$ cat src/rtl/screen_pkg.sv
// Shared screen geometry, colour type and fill-engine state encoding for the
// 640x480 24-bit framebuffer path.
package screen_pkg;

  localparam int H_RES   = 640;
  localparam int V_RES   = 480;
  localparam int COLOR_W = 24;
  localparam int ADDR_W  = 19;

  typedef logic [COLOR_W-1:0] color_t;

  typedef enum logic [1:0] {
    IDLE,
    FILL,
    DONE
  } fill_state_t;

  localparam color_t COLOR_BLACK = 24'h000000;
  localparam color_t COLOR_WHITE = 24'hFFFFFF;

endpackage

$ cat src/rtl/fill_cursor.sv
// Raster cursor for one rectangle fill: clips the request to the screen,
// walks columns then rows, and flags the final pixel of the rectangle.
module fill_cursor
  import screen_pkg::*;
(
  input  logic              clk_display,
  input  logic              rst,
  input  logic              load,
  input  logic              step,
  input  logic [9:0]        x0,
  input  logic [8:0]        y0,
  input  logic [9:0]        w,
  input  logic [8:0]        h,
  output logic              empty,
  output logic [ADDR_W-1:0] addr,
  output logic              last
);

  localparam logic [10:0]       X_LIM    = 11'(H_RES);
  localparam logic [9:0]        Y_LIM    = 10'(V_RES);
  localparam logic [ADDR_W-1:0] ROW_STEP = ADDR_W'(H_RES);

  logic [10:0]       x_sum, x_end, x_end_m1;
  logic [9:0]        y_sum, y_end, y_end_m1;
  logic [ADDR_W-1:0] row_base_init;

  logic [9:0]        x0_q, cx_q, x_last_q;
  logic [8:0]        cy_q, y_last_q;
  logic [ADDR_W-1:0] row_base_q;

  // Bounds are summed one bit wider than the operands so x0+w never wraps
  // before the clip to the screen edge.
  assign x_sum    = {1'b0, x0} + {1'b0, w};
  assign y_sum    = {1'b0, y0} + {1'b0, h};
  assign x_end    = (x_sum > X_LIM) ? X_LIM : x_sum;
  assign y_end    = (y_sum > Y_LIM) ? Y_LIM : y_sum;
  assign x_end_m1 = x_end - 11'd1;
  assign y_end_m1 = y_end - 10'd1;

  assign empty = (w == 10'd0) || (h == 9'd0) ||
                 ({1'b0, x0} >= X_LIM) || ({1'b0, y0} >= Y_LIM);

  // y0*640 as shifts (512 + 128); only evaluated once per command.
  assign row_base_init = ADDR_W'({y0, 9'd0}) + ADDR_W'({y0, 7'd0});

  // NOTE: sequential state uses non-blocking assignments so every register
  // samples the pre-edge values regardless of statement order.
  always_ff @(posedge clk_display or posedge rst) begin
    if (rst) begin
      x0_q       <= '0;
      cx_q       <= '0;
      x_last_q   <= '0;
      cy_q       <= '0;
      y_last_q   <= '0;
      row_base_q <= '0;
    end else if (load) begin
      x0_q       <= x0;
      cx_q       <= x0;
      x_last_q   <= x_end_m1[9:0];
      cy_q       <= y0;
      y_last_q   <= y_end_m1[8:0];
      row_base_q <= row_base_init;
    end else if (step) begin
      if (cx_q == x_last_q) begin
        cx_q       <= x0_q;
        cy_q       <= cy_q + 9'd1;
        row_base_q <= row_base_q + ROW_STEP;
      end else begin
        cx_q <= cx_q + 10'd1;
      end
    end
  end

  assign addr = row_base_q + ADDR_W'(cx_q);
  assign last = (cx_q == x_last_q) && (cy_q == y_last_q);

endmodule

$ cat src/rtl/fb_fill_scheduler.sv
// Rectangle-fill engine: accepts one fill command and issues single-pixel
// framebuffer writes only while the display is blanking.
module fb_fill_scheduler
  import screen_pkg::*;
(
  input  logic              clk_display,
  input  logic              rst,
  input  logic              req_valid,
  output logic              req_ready,
  input  logic [9:0]        req_x0,
  input  logic [8:0]        req_y0,
  input  logic [9:0]        req_w,
  input  logic [8:0]        req_h,
  input  color_t            req_color,
  input  logic              vid_blank,
  output logic              fb_we,
  output logic [ADDR_W-1:0] fb_addr,
  output color_t            fb_wdata,
  output logic              busy,
  output logic              done
);

  fill_state_t state_q, state_d;
  color_t      color_q;
  logic        load, empty, last;

  fill_cursor u_cursor (
    .clk_display (clk_display),
    .rst         (rst),
    .load        (load),
    .step        (fb_we),
    .x0          (req_x0),
    .y0          (req_y0),
    .w           (req_w),
    .h           (req_h),
    .empty       (empty),
    .addr        (fb_addr),
    .last        (last)
  );

  always_ff @(posedge clk_display or posedge rst) begin
    if (rst) begin
      state_q <= IDLE;
      color_q <= COLOR_BLACK;
    end else begin
      state_q <= state_d;
      if (req_valid && req_ready) color_q <= req_color;
    end
  end

  // NOTE: every output of this block gets a default before the case so no
  // path leaves a signal unassigned and infers a latch.
  always_comb begin
    state_d   = state_q;
    req_ready = 1'b0;
    fb_we     = 1'b0;
    done      = 1'b0;
    load      = 1'b0;
    busy      = (state_q != IDLE);
    case (state_q)
      IDLE: begin
        req_ready = 1'b1;
        if (req_valid) begin
          if (empty) begin
            state_d = DONE;
          end else begin
            state_d = FILL;
            load    = 1'b1;
          end
        end
      end
      FILL: begin
        // Writes stall while scanout owns the framebuffer.
        fb_we = vid_blank;
        if (vid_blank && last) state_d = DONE;
      end
      DONE: begin
        done    = 1'b1;
        state_d = IDLE;
      end
      default: state_d = IDLE;
    endcase
  end

  assign fb_wdata = color_q;

endmodule
$ cat config.mk
export PLATFORM = sky130hd
export DESIGN_NAME = fb_fill_scheduler
export DESIGN_NICKNAME = d
export VERILOG_FILES = /design/src/rtl/screen_pkg.sv /design/src/rtl/fill_cursor.sv /design/src/rtl/fb_fill_scheduler.sv
export SDC_FILE = /design/constraint.sdc
export NUM_CORES = 1
export LEC_CHECK = 0
export CAP_MARGIN = 10
export CORE_UTILIZATION = 37
export CTS_CLUSTER_DIAMETER = 30
export DETAILED_ROUTE_END_ITERATION = 8
export HOLD_SLACK_MARGIN = 0.06
export PLACE_DENSITY_LB_ADDON = 0.05
export SKIP_CTS_REPAIR_TIMING = 1
export SYNTH_ARGS = -nofsm -noshare
export SYNTH_HDL_FRONTEND = slang
export SYNTH_SLANG_ARGS = --single-unit
$ cat constraint.sdc
create_clock -name clk_display -period 4.3 [get_ports clk_display]
set_input_delay 1.29 -clock clk_display [delete_from_list [all_inputs] [get_ports clk_display]]
set_output_delay 1.29 -clock clk_display [all_outputs]
set_load 0.01 [all_outputs]
==> results of run 1 <==
-- Yosys cell counts, drive strengths merged (2+ instances only) --
| library cell | n |
|---|---|
| or2 | 4 |
| or4 | 2 |
| a21o | 10 |
| xnor2 | 36 |
| clkbuf | 26 |
| nand2 | 84 |
| nand3 | 18 |
| mux2i | 5 |
| nand4 | 14 |
| a22oi | 7 |
| xor2 | 32 |
| nand4b | 2 |
| a31oi | 11 |
| o31ai | 4 |
| ha | 34 |
| a21oi | 32 |
| o211ai | 3 |
| o311ai | 3 |
| nand2b | 8 |
| a21boi | 3 |
| and4 | 2 |
| a221oi | 2 |
| mux2 | 24 |
| o21ai | 57 |
| buf | 7 |
| and2 | 7 |
| nand3b | 3 |
| a211oi | 5 |
| nor3 | 11 |
| nor3b | 2 |
| or3 | 5 |
| fa | 3 |
| and3 | 8 |
| o22ai | 4 |
| nor2 | 49 |
| inv | 24 |
| dfrtp | 86 |
| nor4 | 6 |
| nor2b | 9 |
| o21a | 3 |
-- worst paths after layout --
path,start,endpoint,slack (ps),cells past startpoint
min in group asynchronous,rst,fb_wdata[9],1430,2
setup / recovery,req_x0[7],u_cursor.x_last_q[6],120,14
hold reg to reg,u_cursor.x0_q[5],u_cursor.x0_q[5],470,2
max in group asynchronous,rst,u_cursor.x_last_q[2],2100,3
hold / removal,u_cursor.x0_q[5],u_cursor.x0_q[5],470,2
setup reg to reg,u_cursor.cx_q[2],u_cursor.row_base_q[15],1510,9
-- critical path, cell delays in order --
cell	delay, ps
sky130_fd_sc_hd__clkdlybuf4s50_1	540
sky130_fd_sc_hd__ha_4	220
sky130_fd_sc_hd__buf_4	150
sky130_fd_sc_hd__a22oi_2	180
sky130_fd_sc_hd__inv_1	70
sky130_fd_sc_hd__or4_4	480
sky130_fd_sc_hd__nand4_1	150
sky130_fd_sc_hd__o31ai_4	110
sky130_fd_sc_hd__nand2b_1	90
sky130_fd_sc_hd__ha_2	180
sky130_fd_sc_hd__nand3_2	70
sky130_fd_sc_hd__or3_4	400
sky130_fd_sc_hd__and3_1	190
sky130_fd_sc_hd__o32a_1	280
-- cell usage in the layout, fill, tap and decap left out, types with 7 or more instances in the layout --
cell	synthesis	routed
sky130_fd_sc_hd__clkdlybuf4s50_1	0	100
sky130_fd_sc_hd__buf_4	2	90
sky130_fd_sc_hd__dfrtp_1	86	86
sky130_fd_sc_hd__nand2_1	84	84
sky130_fd_sc_hd__nor2_1	49	49
sky130_fd_sc_hd__o21ai_0	55	49
sky130_fd_sc_hd__xnor2_1	36	36
sky130_fd_sc_hd__xor2_1	31	31
sky130_fd_sc_hd__a21oi_1	31	27
sky130_fd_sc_hd__ha_1	34	26
sky130_fd_sc_hd__mux2_2	24	24
sky130_fd_sc_hd__inv_1	24	21
sky130_fd_sc_hd__nand3_1	18	17
sky130_fd_sc_hd__nand4_1	14	14
sky130_fd_sc_hd__a31oi_1	11	10
sky130_fd_sc_hd__a21o_1	10	10
sky130_fd_sc_hd__clkbuf_16	0	9
sky130_fd_sc_hd__dlymetal6s2s_1	0	9
sky130_fd_sc_hd__nor3_1	11	8
sky130_fd_sc_hd__nor2b_1	9	8
sky130_fd_sc_hd__and3_1	8	8
sky130_fd_sc_hd__nand2b_1	8	7
-- metal layers --
layer	track usage [%]	vias to the layer above
li1	-	2738
met1	28.3	2575
met2	32.7	142
met3	3.08	13
met4	6.30	0
met5	0	-
-- logic make-up (layout without fill, tap and decap cells) --
logic type | after synthesis | in the layout
AOI/OAI and AO/OA | 157 | 157
xor gates and xnor gates | 68 | 68
adders and majority gates | 37 | 37
buffers and inverters | 57 | 241
DFF | 86 | 86
muxes | 29 | 29
and+or+nand+nor | 237 | 237
-- power by group --
group / total, mW / switching, mW / internal, mW
clock: 0.803 / 0.300 / 0.502
combinational: 2.12 / 0.931 / 1.19
sequential: 1.55 / 0.359 / 1.19
-- area by class of cell --
| cell class | instances | area, µm² |
|---|---|---|
| sequential | 86 | 2150 |
| multi-input combinational | 528 | 3810 |
| tap | 211 | 264 |
| fill | 1434 | 7000 |
| clock buffer | 10 | 229 |
| timing repair buffer | 202 | 1800 |
| inverter | 24 | 91.3 |
| clock inverter | 5 | 75.1 |
-- registers in the layout, indices dropped and copies added (netlist names) --
signal               cells
u_cursor.y_last_q        9
u_cursor.x0_q           10
state_q                  2
u_cursor.row_base_q     12
u_cursor.x_last_q       10
u_cursor.cy_q            9
u_cursor.cx_q           10
fb_wdata                24
-- through the flow --
step / instances / worst slack, ps
floorplan: 671 / -37.7
global placement: 1048 / -537
detailed placement: 1048 / -624
CTS: 1063 / -284
global route: 1066 / -84.1
finish: 1066 / 119
==> results.json, run 1 <==
{
  "run_status": "completed",
  "post-route-cell-area_um2": 8430,
  "pwr_density_cell_nw_per_um2": 531,
  "post-route-drc-count": 0,
  "synth_compound_gate_area_share_pct": 16.9,
  "worstPathArrival_ps": 4400,
  "worstPathRequired_ps": 4520,
  "timing.final.max_slew_violations": 0,
  "worstSetupStartpointType": "primary input",
  "async_reset_ff_share_pct": 100,
  "antenna_cells": 0,
  "worst-path-max-fanout": 5,
  "ys_ff_latch": 86,
  "post_synth.cell_area_avg_um2": 8.86,
  "placement_rows": 45,
  "met1_length_mm": 7.78,
  "post_synthesis_cell_count": 671,
  "post_drt_via_cell_ratio": 5.13,
  "grt_start_max_net_pins": 49,
  "cts.reportedPaths.clkPinSlew_ps": 60,
  "postPlaceCellArea_um2": 7880,
  "synth_top_family_by_area": "simple AND/OR/NAND/NOR gates",
  "p_leak_nw": 3.72,
  "drt_pass1_iterations": 4,
  "first_global_vias": 5413,
  "layout-area-overhead-vs-synth_pct": 41.7,
  "worst_pin_slew_ps": 836,
  "synthXorXnorAreaFrac_pct": 10.1,
  "postSynth.topFlopCell": "sky130_fd_sc_hd__dfrtp_1",
  "setup_viol": 0,
  "ys_types": 68,
  "port_buffers": 112,
  "max_clock_freq_mhz": 239,
  "totalPowerFinal_mw": 4.47,
  "top_area_cells_in_the_synthesized_netlist": "sky130_fd_sc_hd__dfrtp_1, sky130_fd_sc_hd__ha_1, sky130_fd_sc_hd__nand2_1, sky130_fd_sc_hd__xnor2_1, sky130_fd_sc_hd__o21ai_0",
  "clock_path_buffers": 2,
  "post-synth-top-area-cell": "sky130_fd_sc_hd__dfrtp_1",
  "fin_setup_tns_ps": 0,
  "dr.max_layer_used": "met4",
  "share_of_synthesized_area_spent_on_multiplexers_pct": 5.39,
  "ios": 113,
  "peak_ir_drop_on_the_vdd_network_mv": 0.205,
  "clkLatencyLatePin_ps": 340,
  "synthesis.yosys.warnings": 0,
  "end_kind": "register",
  "cts_buffers": 9,
  "routed-wl-met2_mm": 7.28,
  "synthSimpleGateAreaFrac_pct": 19.3,
  "yosysSeqAreaShare_pct": 36.2,
  "fp.coreArea_um2": 15400,
  "synth_top_cell_area_share_pct": 36.2,
  "slew_headroom_pct": 44.2,
  "final_hold_viol_count": 0,
  "maxCapViolations": 0,
  "cts-root-buf": "sky130_fd_sc_hd__clkbuf_16",
  "period_share_pct": 97.2,
  "fin_skew_ps": 8.15,
  "vias": 5468,
  "die_height_um": 129,
  "grt_pass1_wl_mm": 26.6,
  "final_antenna_net_count": 0,
  "met3WireLength_um": 809,
  "timing.hold.worst.class": "register to register",
  "start_util_pct": 38.5,
  "setup.worst_path.class": "primary input to register",
  "hold_slack_ps": 473,
  "wl_mm": 16.1,
  "drtIter0Drc": 277,
  "fp.dieW_um": 129,
  "clock_tree_sinks": 86,
  "yosys.area_share.adder_pct": 8.16,
  "globalRoute.totalOverflow": 0,
  "gpl.final_weighted_congestion": 0.822,
  "syn-num-nets": 774,
  "number_of_enable_flip_flop_cells_after_synthesis": 0,
  "finalNetCount": 954,
  "post_route_cells_drive_above_1_share_pct": 21.6,
  "layout.core_utilization_pct": 54.6,
  "post-route-min-period_ps": 4180,
  "detailedPlacementHpwl_mm": 12.4,
  "grt_antenna_before_repair": 0,
  "post_drt_wl_per_cell_um": 15.1,
  "clock_h_tree_levels": 3,
  "design.die.area_um2": 16600,
  "syn-cell-area_um2": 5950,
  "cts_tree": "yes",
  "grt.total_usage_pct": 20.4
}
Power figures use the tool's default switching activity.
==> inputs of run 2 (changes only) <==
==> constraint.sdc (replaced) <==
create_clock -name clk_display -period 3.89 [get_ports clk_display]
set_input_delay 1.167 -clock clk_display [delete_from_list [all_inputs] [get_ports clk_display]]
set_output_delay 1.167 -clock clk_display [all_outputs]
set_load 0.01 [all_outputs]
==> results.json, run 2 (synthesized netlist as in run 1, its figures left out) <==
{
  "run_status": "finished with violations",
  "violated_checks": "setup timing",
  "setup_viol": 2,
  "post-route-min-period_ps": 3920,
  "max_clock_freq_mhz": 255,
  "slowest_stage": "sky130_fd_sc_hd__fa_2",
  "clkLatencyLatePin_ps": 340,
  "pwr_density_cell_nw_per_um2": 566,
  "peak_ir_drop_on_the_vdd_network_mv": 0.269,
  "fin_skew_ps": 7.69,
  "cpPeakStageDelay_ps": 420,
  "worst-path-max-fanout": 3,
  "dr.max_layer_used": "met4",
  "clock_tree_sinks": 86,
  "crit_path_cell_trace": "buf_8 -> ha_4 -> inv_2 -> fa_2 -> xor2_4 -> and4b_1 -> o21ai_2 -> a21boi_4 -> a211oi_4 -> o31ai_4 -> nand2b_1 -> ha_2 -> nand3_2 -> or3_4 -> and3_4 -> o32a_1",
  "wl_mm": 16.2,
  "final_antenna_net_count": 0,
  "worstPathRequired_ps": 4110,
  "drtIter0Drc": 290,
  "grt_antenna_before_repair": 0,
  "post_route_cells_drive_above_1_share_pct": 24.4,
  "antenna_cells": 0,
  "globalRoute.totalOverflow": 0,
  "post_drt_via_cell_ratio": 5.14,
  "final_hold_viol_count": 0,
  "vias": 5516,
  "timing.final.max_slew_violations": 0,
  "routed-wl-met2_mm": 7.42,
  "clock_h_tree_levels": 3,
  "drt_pass1_iterations": 5,
  "worstPathArrival_ps": 4140,
  "setup.worst_path.class": "primary input to register",
  "met1_length_mm": 7.85,
  "end_kind": "register",
  "cts-root-buf": "sky130_fd_sc_hd__clkbuf_16",
  "finalWorstSetupSlack_ps": -27.6,
  "finalNetCount": 961,
  "p_leak_nw": 3.91,
  "die_height_um": 129,
  "port_buffers": 112,
  "fp.coreArea_um2": 15400,
  "largest_reg_flops": 24,
  "layout-area-overhead-vs-synth_pct": 46.4,
  "cts.reportedPaths.clkPinSlew_ps": 60,
  "cts_tree": "yes",
  "start_util_pct": 38.5,
  "worst_pin_slew_ps": 634,
  "worstSetupStartpointType": "primary input",
  "timing.hold.worst.class": "register to register",
  "grt_start_max_net_pins": 52,
  "first_global_vias": 5349,
  "post-route-drc-count": 0,
  "ios": 113,
  "grt_pass1_wl_mm": 26.1,
  "design.die.area_um2": 16600,
  "clock_path_buffers": 2,
  "detailedPlacementHpwl_mm": 12.4,
  "layout.cells.most_common_list": "sky130_fd_sc_hd__buf_4, sky130_fd_sc_hd__dfrtp_1, sky130_fd_sc_hd__clkdlybuf4s50_1, sky130_fd_sc_hd__nand2_1, sky130_fd_sc_hd__o21ai_0",
  "slew_headroom_pct": 57.7,
  "placement_rows": 45,
  "fin_setup_tns_ps": -41.5,
  "met3WireLength_um": 696,
  "maxCapViolations": 0,
  "worst_path_dominant_cell_family": "simple AND/OR/NAND/NOR gates",
  "grt_setup_unrepaired": "true",
  "fp.dieW_um": 129,
  "totalPowerFinal_mw": 4.93,
  "layout_commonest_cell": "sky130_fd_sc_hd__buf_4",
  "gpl.final_weighted_congestion": 0.874,
  "worst-path-buf-inv": 2,
  "grt.total_usage_pct": 20.0,
  "cts_buffers": 9,
  "period_share_pct": 101,
  "post_drt_wl_per_cell_um": 15.1
}
run 2: cell count changes in the layout (fill, tap and decap cells not counted), moves of 3 or more:
cell	delta
sky130_fd_sc_hd__nor3_4	+3
sky130_fd_sc_hd__dlymetal6s2s_1	+12
sky130_fd_sc_hd__buf_12	+3
sky130_fd_sc_hd__nor3_2	-3
sky130_fd_sc_hd__buf_4	+4
sky130_fd_sc_hd__ha_1	-5
sky130_fd_sc_hd__nor2_1	-3
sky130_fd_sc_hd__ha_4	+8
sky130_fd_sc_hd__ha_2	-3
sky130_fd_sc_hd__clkdlybuf4s50_1	-15
sky130_fd_sc_hd__nor2_2	+3
run 2: metal layers:
metal,vias to the layer above,global-route usage (%)
met5,-,0
met2,156,33.0
met3,15,2.58
met1,2593,27.3
li1,2752,-
met4,0,5.67
run 2: worst paths after layout:
path                             startpoint                      end  slack, ps  cells past startpoint
hold / removal             u_cursor.x0_q[5]         u_cursor.x0_q[5]        470                      2
min in group asynchronous               rst             fb_wdata[14]       1230                      2
setup reg to reg           u_cursor.cx_q[2]  u_cursor.row_base_q[15]       1150                      9
setup / recovery                   req_w[0]     u_cursor.x_last_q[6]        -30                     16
hold reg to reg            u_cursor.x0_q[5]         u_cursor.x0_q[5]        470                      2
max in group asynchronous               rst         u_cursor.cy_q[3]       1960                      3
run 2: power breakdown:
group | internal [mW] | switching, mW | total, mW
combinational | 1.36 | 1.07 | 2.42
clock | 0.463 | 0.336 | 0.799
sequential | 1.31 | 0.394 | 1.71
total | 3.13 | 1.80 | 4.93
run 2: tightest hold or removal path: stages (launching register included):
cell,delay [ps]
sky130_fd_sc_hd__dfrtp_1,340
sky130_fd_sc_hd__nand2_1,50
sky130_fd_sc_hd__nand2_1,50
run 2: through the flow:
stage | std cells | instance area [µm²] | utilization [%] | hold slack (ps) | setup slack (ps)
after floorplan | 671 | 6070 | - | 440 | -264
after global placement | 1051 | 8030 | 52.1 | 452 | -722
after detailed placement | 1051 | 8030 | 52.1 | 462 | -828
after CTS | 1066 | 8310 | 53.9 | 477 | -464
after global routing | 1073 | 8700 | 56.4 | 490 | -140
final | 1073 | 8700 | 56.4 | 469 | -27.6
run 2: final cells by class:
class,count,area (µm²)
clock buffers,12,256
clock inverters,3,20.0
fillers,1373,6720
inverters,24,91.3
multi-input cells,528,3990
flip-flops and latches,86,2150
well taps,211,264
repair buffers,209,1930
